## src/rtl/phase_sched_pkg.sv

```systemverilog
// phase_sched_pkg: shared default widths, watchdog limit and FSM
// encoding for the phase_cordic_scheduler slice.
package phase_sched_pkg;

    localparam int DEF_FFT_W       = 28;
    localparam int DEF_FRAC_W      = 3;
    localparam int DEF_CORDIC_W    = 32;
    localparam int DEF_PHASE_W     = 16;
    localparam int DEF_TIMEOUT_CYC = 64;

    typedef logic [2:0] state_t;

    localparam state_t S_IDLE    = 3'd0;
    localparam state_t S_ISSUE_V = 3'd1;
    localparam state_t S_WAIT_V  = 3'd2;
    localparam state_t S_ISSUE_I = 3'd3;
    localparam state_t S_WAIT_I  = 3'd4;
    localparam state_t S_DONE    = 3'd5;

endpackage

```

## src/rtl/phase_cordic_scheduler_sm2tc.sv

```systemverilog
// phase_sm2tc: FFT peak word (sign-magnitude, fractional bits dropped)
// to CORDIC operand (two's complement); negative zero maps to 0.
module phase_sm2tc
    import phase_sched_pkg::*;
#(
    parameter int FFT_W    = DEF_FFT_W,
    parameter int FRAC_W   = DEF_FRAC_W,
    parameter int CORDIC_W = DEF_CORDIC_W
) (
    input  logic [FFT_W-1:0]    sm,
    output logic [CORDIC_W-1:0] tc
);

    localparam int MAG_W = FFT_W - 1 - FRAC_W;

    logic [CORDIC_W-1:0] mag;
    logic                unused_frac;

    assign mag         = {{(CORDIC_W-MAG_W){1'b0}}, sm[FFT_W-2:FRAC_W]};
    assign tc          = sm[FFT_W-1] ? -mag : mag;
    assign unused_frac = ^sm[FRAC_W-1:0];

endmodule

```

## src/rtl/phase_cordic_scheduler.sv

```systemverilog
// phase_cordic_scheduler: pairs V/I FFT peaks and time-shares one CORDIC.
// Optional build macro IDX_CHECK_EN adds the peak-bin match check.
module phase_cordic_scheduler
    import phase_sched_pkg::*;
#(
    parameter int FFT_W       = DEF_FFT_W,
    parameter int FRAC_W      = DEF_FRAC_W,
    parameter int CORDIC_W    = DEF_CORDIC_W,
    parameter int PHASE_W     = DEF_PHASE_W,
    parameter int TIMEOUT_CYC = DEF_TIMEOUT_CYC
) (
    input  logic                clk_1M,
    input  logic                rst,
    input  logic                en,
    input  logic                peak_vld_v,
    input  logic [FFT_W-1:0]    peak_re_v,
    input  logic [FFT_W-1:0]    peak_im_v,
    input  logic [9:0]          peak_idx_v,
    input  logic                peak_vld_i,
    input  logic [FFT_W-1:0]    peak_re_i,
    input  logic [FFT_W-1:0]    peak_im_i,
    input  logic [9:0]          peak_idx_i,
    output logic [CORDIC_W-1:0] cordic_x,
    output logic [CORDIC_W-1:0] cordic_y,
    output logic                cordic_start,
    input  logic                cordic_valid,
    input  logic [PHASE_W-1:0]  cordic_phase,
    output logic [PHASE_W-1:0]  phase,
    output logic                phase_vld,
    output logic                busy,
    output logic                timeout_err
`ifdef IDX_CHECK_EN
    ,
    output logic                idx_mismatch
`endif
);

    localparam int CNT_W = $clog2(TIMEOUT_CYC);
    localparam logic [CNT_W-1:0] CNT_LAST = CNT_W'(TIMEOUT_CYC - 1);

    state_t              state;
    logic                flag_v;
    logic                flag_i;
    logic [FFT_W-1:0]    hre_v;
    logic [FFT_W-1:0]    him_v;
    logic [FFT_W-1:0]    hre_i;
    logic [FFT_W-1:0]    him_i;
    logic [CORDIC_W-1:0] tre_v;
    logic [CORDIC_W-1:0] tim_v;
    logic [CORDIC_W-1:0] tre_i;
    logic [CORDIC_W-1:0] tim_i;
    logic [CORDIC_W-1:0] wx_i;
    logic [CORDIC_W-1:0] wy_i;
    logic [PHASE_W-1:0]  ang_v;
    logic [PHASE_W-1:0]  ang_i;
    logic [CNT_W-1:0]    cnt;
    logic                go;
    logic                idx_bad;

    phase_sm2tc #(.FFT_W(FFT_W), .FRAC_W(FRAC_W), .CORDIC_W(CORDIC_W))
        u_re_v (.sm(hre_v), .tc(tre_v));
    phase_sm2tc #(.FFT_W(FFT_W), .FRAC_W(FRAC_W), .CORDIC_W(CORDIC_W))
        u_im_v (.sm(him_v), .tc(tim_v));
    phase_sm2tc #(.FFT_W(FFT_W), .FRAC_W(FRAC_W), .CORDIC_W(CORDIC_W))
        u_re_i (.sm(hre_i), .tc(tre_i));
    phase_sm2tc #(.FFT_W(FFT_W), .FRAC_W(FRAC_W), .CORDIC_W(CORDIC_W))
        u_im_i (.sm(him_i), .tc(tim_i));

`ifdef IDX_CHECK_EN
    logic [9:0] hidx_v;
    logic [9:0] hidx_i;

    always_ff @(posedge clk_1M or negedge rst) begin
        if (!rst) begin
            hidx_v <= '0;
            hidx_i <= '0;
        end else if (en) begin
            if (peak_vld_v) hidx_v <= peak_idx_v;
            if (peak_vld_i) hidx_i <= peak_idx_i;
        end
    end

    assign idx_bad = (hidx_v != hidx_i);
`else
    logic unused_idx;

    assign unused_idx = ^{peak_idx_v, peak_idx_i};
    assign idx_bad    = 1'b0;
`endif

    assign go           = (state == S_IDLE) && flag_v && flag_i;
    assign busy         = (state != S_IDLE);
    assign cordic_start = (state == S_ISSUE_V) || (state == S_ISSUE_I);

    always_ff @(posedge clk_1M or negedge rst) begin
        if (!rst) begin
            state       <= S_IDLE;
            flag_v      <= 1'b0;
            flag_i      <= 1'b0;
            hre_v       <= '0;
            him_v       <= '0;
            hre_i       <= '0;
            him_i       <= '0;
            wx_i        <= '0;
            wy_i        <= '0;
            ang_v       <= '0;
            ang_i       <= '0;
            cnt         <= '0;
            cordic_x    <= '0;
            cordic_y    <= '0;
            phase       <= '0;
            phase_vld   <= 1'b0;
            timeout_err <= 1'b0;
`ifdef IDX_CHECK_EN
            idx_mismatch <= 1'b0;
`endif
        end else if (!en) begin
            state       <= S_IDLE;
            flag_v      <= 1'b0;
            flag_i      <= 1'b0;
            phase_vld   <= 1'b0;
            timeout_err <= 1'b0;
`ifdef IDX_CHECK_EN
            idx_mismatch <= 1'b0;
`endif
        end else begin
            phase_vld <= 1'b0;
`ifdef IDX_CHECK_EN
            idx_mismatch <= 1'b0;
`endif
            if (peak_vld_v) begin
                hre_v <= peak_re_v;
                him_v <= peak_im_v;
            end
            if (peak_vld_i) begin
                hre_i <= peak_re_i;
                him_i <= peak_im_i;
            end
            // a capture in the same cycle as the pairing clear keeps its flag
            flag_v <= peak_vld_v | (flag_v & ~go);
            flag_i <= peak_vld_i | (flag_i & ~go);

            case (state)
                S_IDLE: begin
                    if (go) begin
                        if (idx_bad) begin
`ifdef IDX_CHECK_EN
                            idx_mismatch <= 1'b1;
`endif
                        end else begin
                            state    <= S_ISSUE_V;
                            cordic_x <= tre_v;
                            cordic_y <= tim_v;
                            wx_i     <= tre_i;
                            wy_i     <= tim_i;
                        end
                    end
                end
                S_ISSUE_V: begin
                    state <= S_WAIT_V;
                    cnt   <= '0;
                end
                S_WAIT_V: begin
                    if (cordic_valid) begin
                        ang_v    <= cordic_phase;
                        state    <= S_ISSUE_I;
                        cordic_x <= wx_i;
                        cordic_y <= wy_i;
                    end else if (cnt == CNT_LAST) begin
                        timeout_err <= 1'b1;
                        state       <= S_IDLE;
                    end else begin
                        cnt <= cnt + 1'b1;
                    end
                end
                S_ISSUE_I: begin
                    state <= S_WAIT_I;
                    cnt   <= '0;
                end
                S_WAIT_I: begin
                    if (cordic_valid) begin
                        ang_i <= cordic_phase;
                        state <= S_DONE;
                    end else if (cnt == CNT_LAST) begin
                        timeout_err <= 1'b1;
                        state       <= S_IDLE;
                    end else begin
                        cnt <= cnt + 1'b1;
                    end
                end
                S_DONE: begin
                    phase     <= ang_v - ang_i;
                    phase_vld <= 1'b1;
                    state     <= S_IDLE;
                end
                default: state <= S_IDLE;
            endcase
        end
    end

endmodule

```

## config.mk

```make
export PLATFORM = sky130hd
export DESIGN_NAME = phase_cordic_scheduler
export DESIGN_NICKNAME = d
export VERILOG_FILES = /design/src/rtl/phase_sched_pkg.sv /design/src/rtl/phase_cordic_scheduler_sm2tc.sv /design/src/rtl/phase_cordic_scheduler.sv
export SDC_FILE = /design/constraint.sdc
export NUM_CORES = 1
export LEC_CHECK = 0
export ABC_AREA = 1
export CAP_MARGIN = 40
export CORE_ASPECT_RATIO = 1.2
export CORE_MARGIN = 2
export CORE_UTILIZATION = 54
export DETAILED_ROUTE_END_ITERATION = 8
export PLACE_DENSITY = 0.81
export SYNTH_ARGS = -nofsm -noshare
export SYNTH_HDL_FRONTEND = slang
export SYNTH_SLANG_ARGS = --single-unit
```

## constraint.sdc

```tcl
create_clock -name clk_1M -period 2.4 [get_ports clk_1M]
set_input_delay 0.24 -clock clk_1M [delete_from_list [all_inputs] [get_ports clk_1M]]
set_output_delay 0.24 -clock clk_1M [all_outputs]
set_load 0.01 [all_outputs]
```

==> flow_summary.toml <==
[outcome]
status = "completed"

[power_and_ir_drop]
ir_drop_v = 0.000502
p_per_area_mw_per_mm2 = 1040
power_mw = 18.8
power_leakage_nw = 8.91

[floorplan]
start_util = 0.549
dieArea_mm2 = 0.0281
dieWidth_um = 153
io_pins = 238
chipHeight_um = 183
rows = 65
core_area_mm2 = 0.0264

[drt]
drt.antenna.violating_nets = 0
post-route-drc-count = 0
vias = 13200
vias_per_cell = 5.44
wl_per_cell_um = 15.8
drt_iter0_drc = 947
drt-pass1-iter-count = 8
wl_um = 38300

[cts]
clk_path_buf_depth = 3
htreeDepth = 1
post_cts_buffers = 0
cts_buffers = 29
cts_tree = "done"
cts_root_buf = "clkbuf_16"
insertion_delay_ns = 0.56
cts.sinks = 289
clk_pin_slew_ns = 0.06

[setup_path]
critPathTopFamily = "buffers and inverters"
cp-start-kind = "flip-flop"
cpMaxStageDelayCell = "clkdlybuf4s50_1"
reg2regPathDepth = 7
arrival_ns = 1.83
end_kind = "output pin"
worstSetupPathType = "flip-flop to output pin"
cp_max_fo = 5
slowest_delay_ns = 0.55
cp_data_required_time_ns = 2.16
critical_path_cell_count = 4
critPathBufInv = 3
crit_chain = "inv_2 -> nand2_1 -> inv_1 -> clkdlybuf4s50_1"
r2r_slack_ns = 0.35

[global_route]
grt_max_degree = 79
top_usage_layer = "met2"
grt.met1_usage = 0.381
grt_use_total = 0.268
grt-ovfl-total = 0
use_met3 = 0.0336
grt_pass1_wl_um = 62100
antenna_found_initial = 0
grt_use_met2 = 0.436
grt_pass1_vias = 12500

[synth]
ys_top_cells_by_count = "nand2_1, dfrtp_1, nor2_1"
synth_edf_count = 0
netlist_instances = 1864
synth-main-ff-cell = "dfrtp_1"
synth_top_cells_by_area = "dfrtp_1, nand2_1, nor2_1"
yosysMostFrequentCell = "nand2_1"
synth_top_area_cell = "dfrtp_1"
synthArstFlopShare = 1.00
ys_warn_count = 0
synthesis.nets = 2039
ys_types = 40
seq_area_frac_synth = 0.500
synth_area_per_cell_um2 = 7.77
ys_ff_latch = 289
synth_area_mm2 = 0.0145
synth_top_cell_area_share = 0.500

[timing]
tns_ns = 0
min_period_ns = 2.07
setup_viol = 0
final.period_utilization = 0.863
finalHoldViolations = 0
worst_pin_slew_ns = 0.614
rsz0062_at_grt = "no"
fmax_ghz = 0.483
fin_worst_skew_ns = 0.0226
relSlewSlack = 0.587
slew_viol_final = 0

[min_path]
hp-class = "primary input to async pin"

[cells_and_area]
layout-drive-gt1-share = 0.0571
multi_input_area_mm2 = 0.00627
final_nets = 2237
finish.utilization = 0.685
register_area_mm2 = 0.00723
antenna_cells = 0
fillerInstances = 2145
area_growth_pct = 24.7

[placed_design]
port_buffers = 205
dp_hpwl_um = 28000
globalplace.congestion = 0.919

[job]
max_cap_violations = 0
[path summary, 6_finish.rpt]
check	endpoint	start
max	cordic_start	state[2]
min	ang_i[10]	rst
max reg2reg	cordic_x[28]	hre_v[3]
min reg2reg	phase[10]	phase[10]
max in group asynchronous	him_v[27]	rst
min in group clk_1M	hre_v[25]	peak_re_v[25]
[routing by layer]
| metal | up-vias | share of wire | routed length (um) |
|---|---|---|---|
| li1 | 6421 | - | - |
| met1 | 6202 | 0.44 | 16800 |
| met2 | 468 | 0.47 | 17900 |
| met3 | 68 | 0.067 | 2570 |
| met4 | 0 | 0.027 | 1030 |
| met5 | - | 0 | 0 |
[state kept, by name, indices dropped and copies added, names as in the netlist, 25 cells and up]
signal    flops
cordic_y     32
hre_i        25
hre_v        25
him_i        25
wy_i         32
wx_i         32
cordic_x     32
him_v        25
[stage by stage]
| step | std cells | area [um2] | setup slack, ns | hold slack (ns) |
|---|---|---|---|---|
| 6_report | 2420 | 18000 | 0.329 | 0.138 |
| 5_1_grt | 2420 | 18000 | 0.131 | 0.159 |
| 4_1_cts | 2420 | 18000 | 0.324 | 0.136 |
| 3_5_place_dp | 2365 | 17000 | 0.374 | 0.121 |
| 3_3_place_gp | 2365 | 17000 | 0.437 | 0.120 |
| 2_1_floorplan | 1864 | 14500 | 0.597 | -0.0556 |
[cell usage in the layout, fill, tap and decap left out, drive strengths merged, types with 8 or more instances in the layout]
cell,count
nand4,16
inv,170
nand3,142
a31oi,10
a21oi,179
clkbuf,43
xnor2,8
mux2,11
dfrtp,289
nand2,480
clkdlybuf4s50,204
o21ai,135
nor3,9
xor2,26
nor2,253
buf,40
ha,20
[final cells by class]
class                      count  area share
sequential                   289       0.401
multi-input combinational   1327       0.348
timing repair buffer         245       0.137
clock buffer                  43      0.0481
inverter                     170      0.0354
tap                          335      0.0232
clock inverter                11     0.00790
[kinds of logic after synthesis]
logic type / count (synthesis) / share of synthesized area
xor+xnor: 34 / 0.0206
mux: 11 / 0.00856
simple gates: 910 / 0.258
compound gates: 351 / 0.127
buf+inv: 248 / 0.0676
flops: 289 / 0.500
fa+ha+maj: 21 / 0.0187
[worst reg2reg max path, delay by kind of cell, from the launching register on]
kind,cells,cell delay [ns]
DFF,1,0.40
adders and majority gates,1,0.20
and+or+nand+nor,3,0.59
AOI/OAI and AO/OA,2,0.62
buffers and inverters,1,0.12
[timing repair]
action / CTS / global route
gates resized for setup: 0 / 0
hold buffers: 1 / 0
endpoints found under the setup margin: 0 / 0
hold endpoints to repair: 253 / 0
[power by group]
part | internal (mW) | switching (mW)
Combinational | 2.85 | 3.75
Sequential | 6.42 | 1.04
Clock | 2.82 | 1.89
Note: power is estimated with default switching activity, not from simulation.
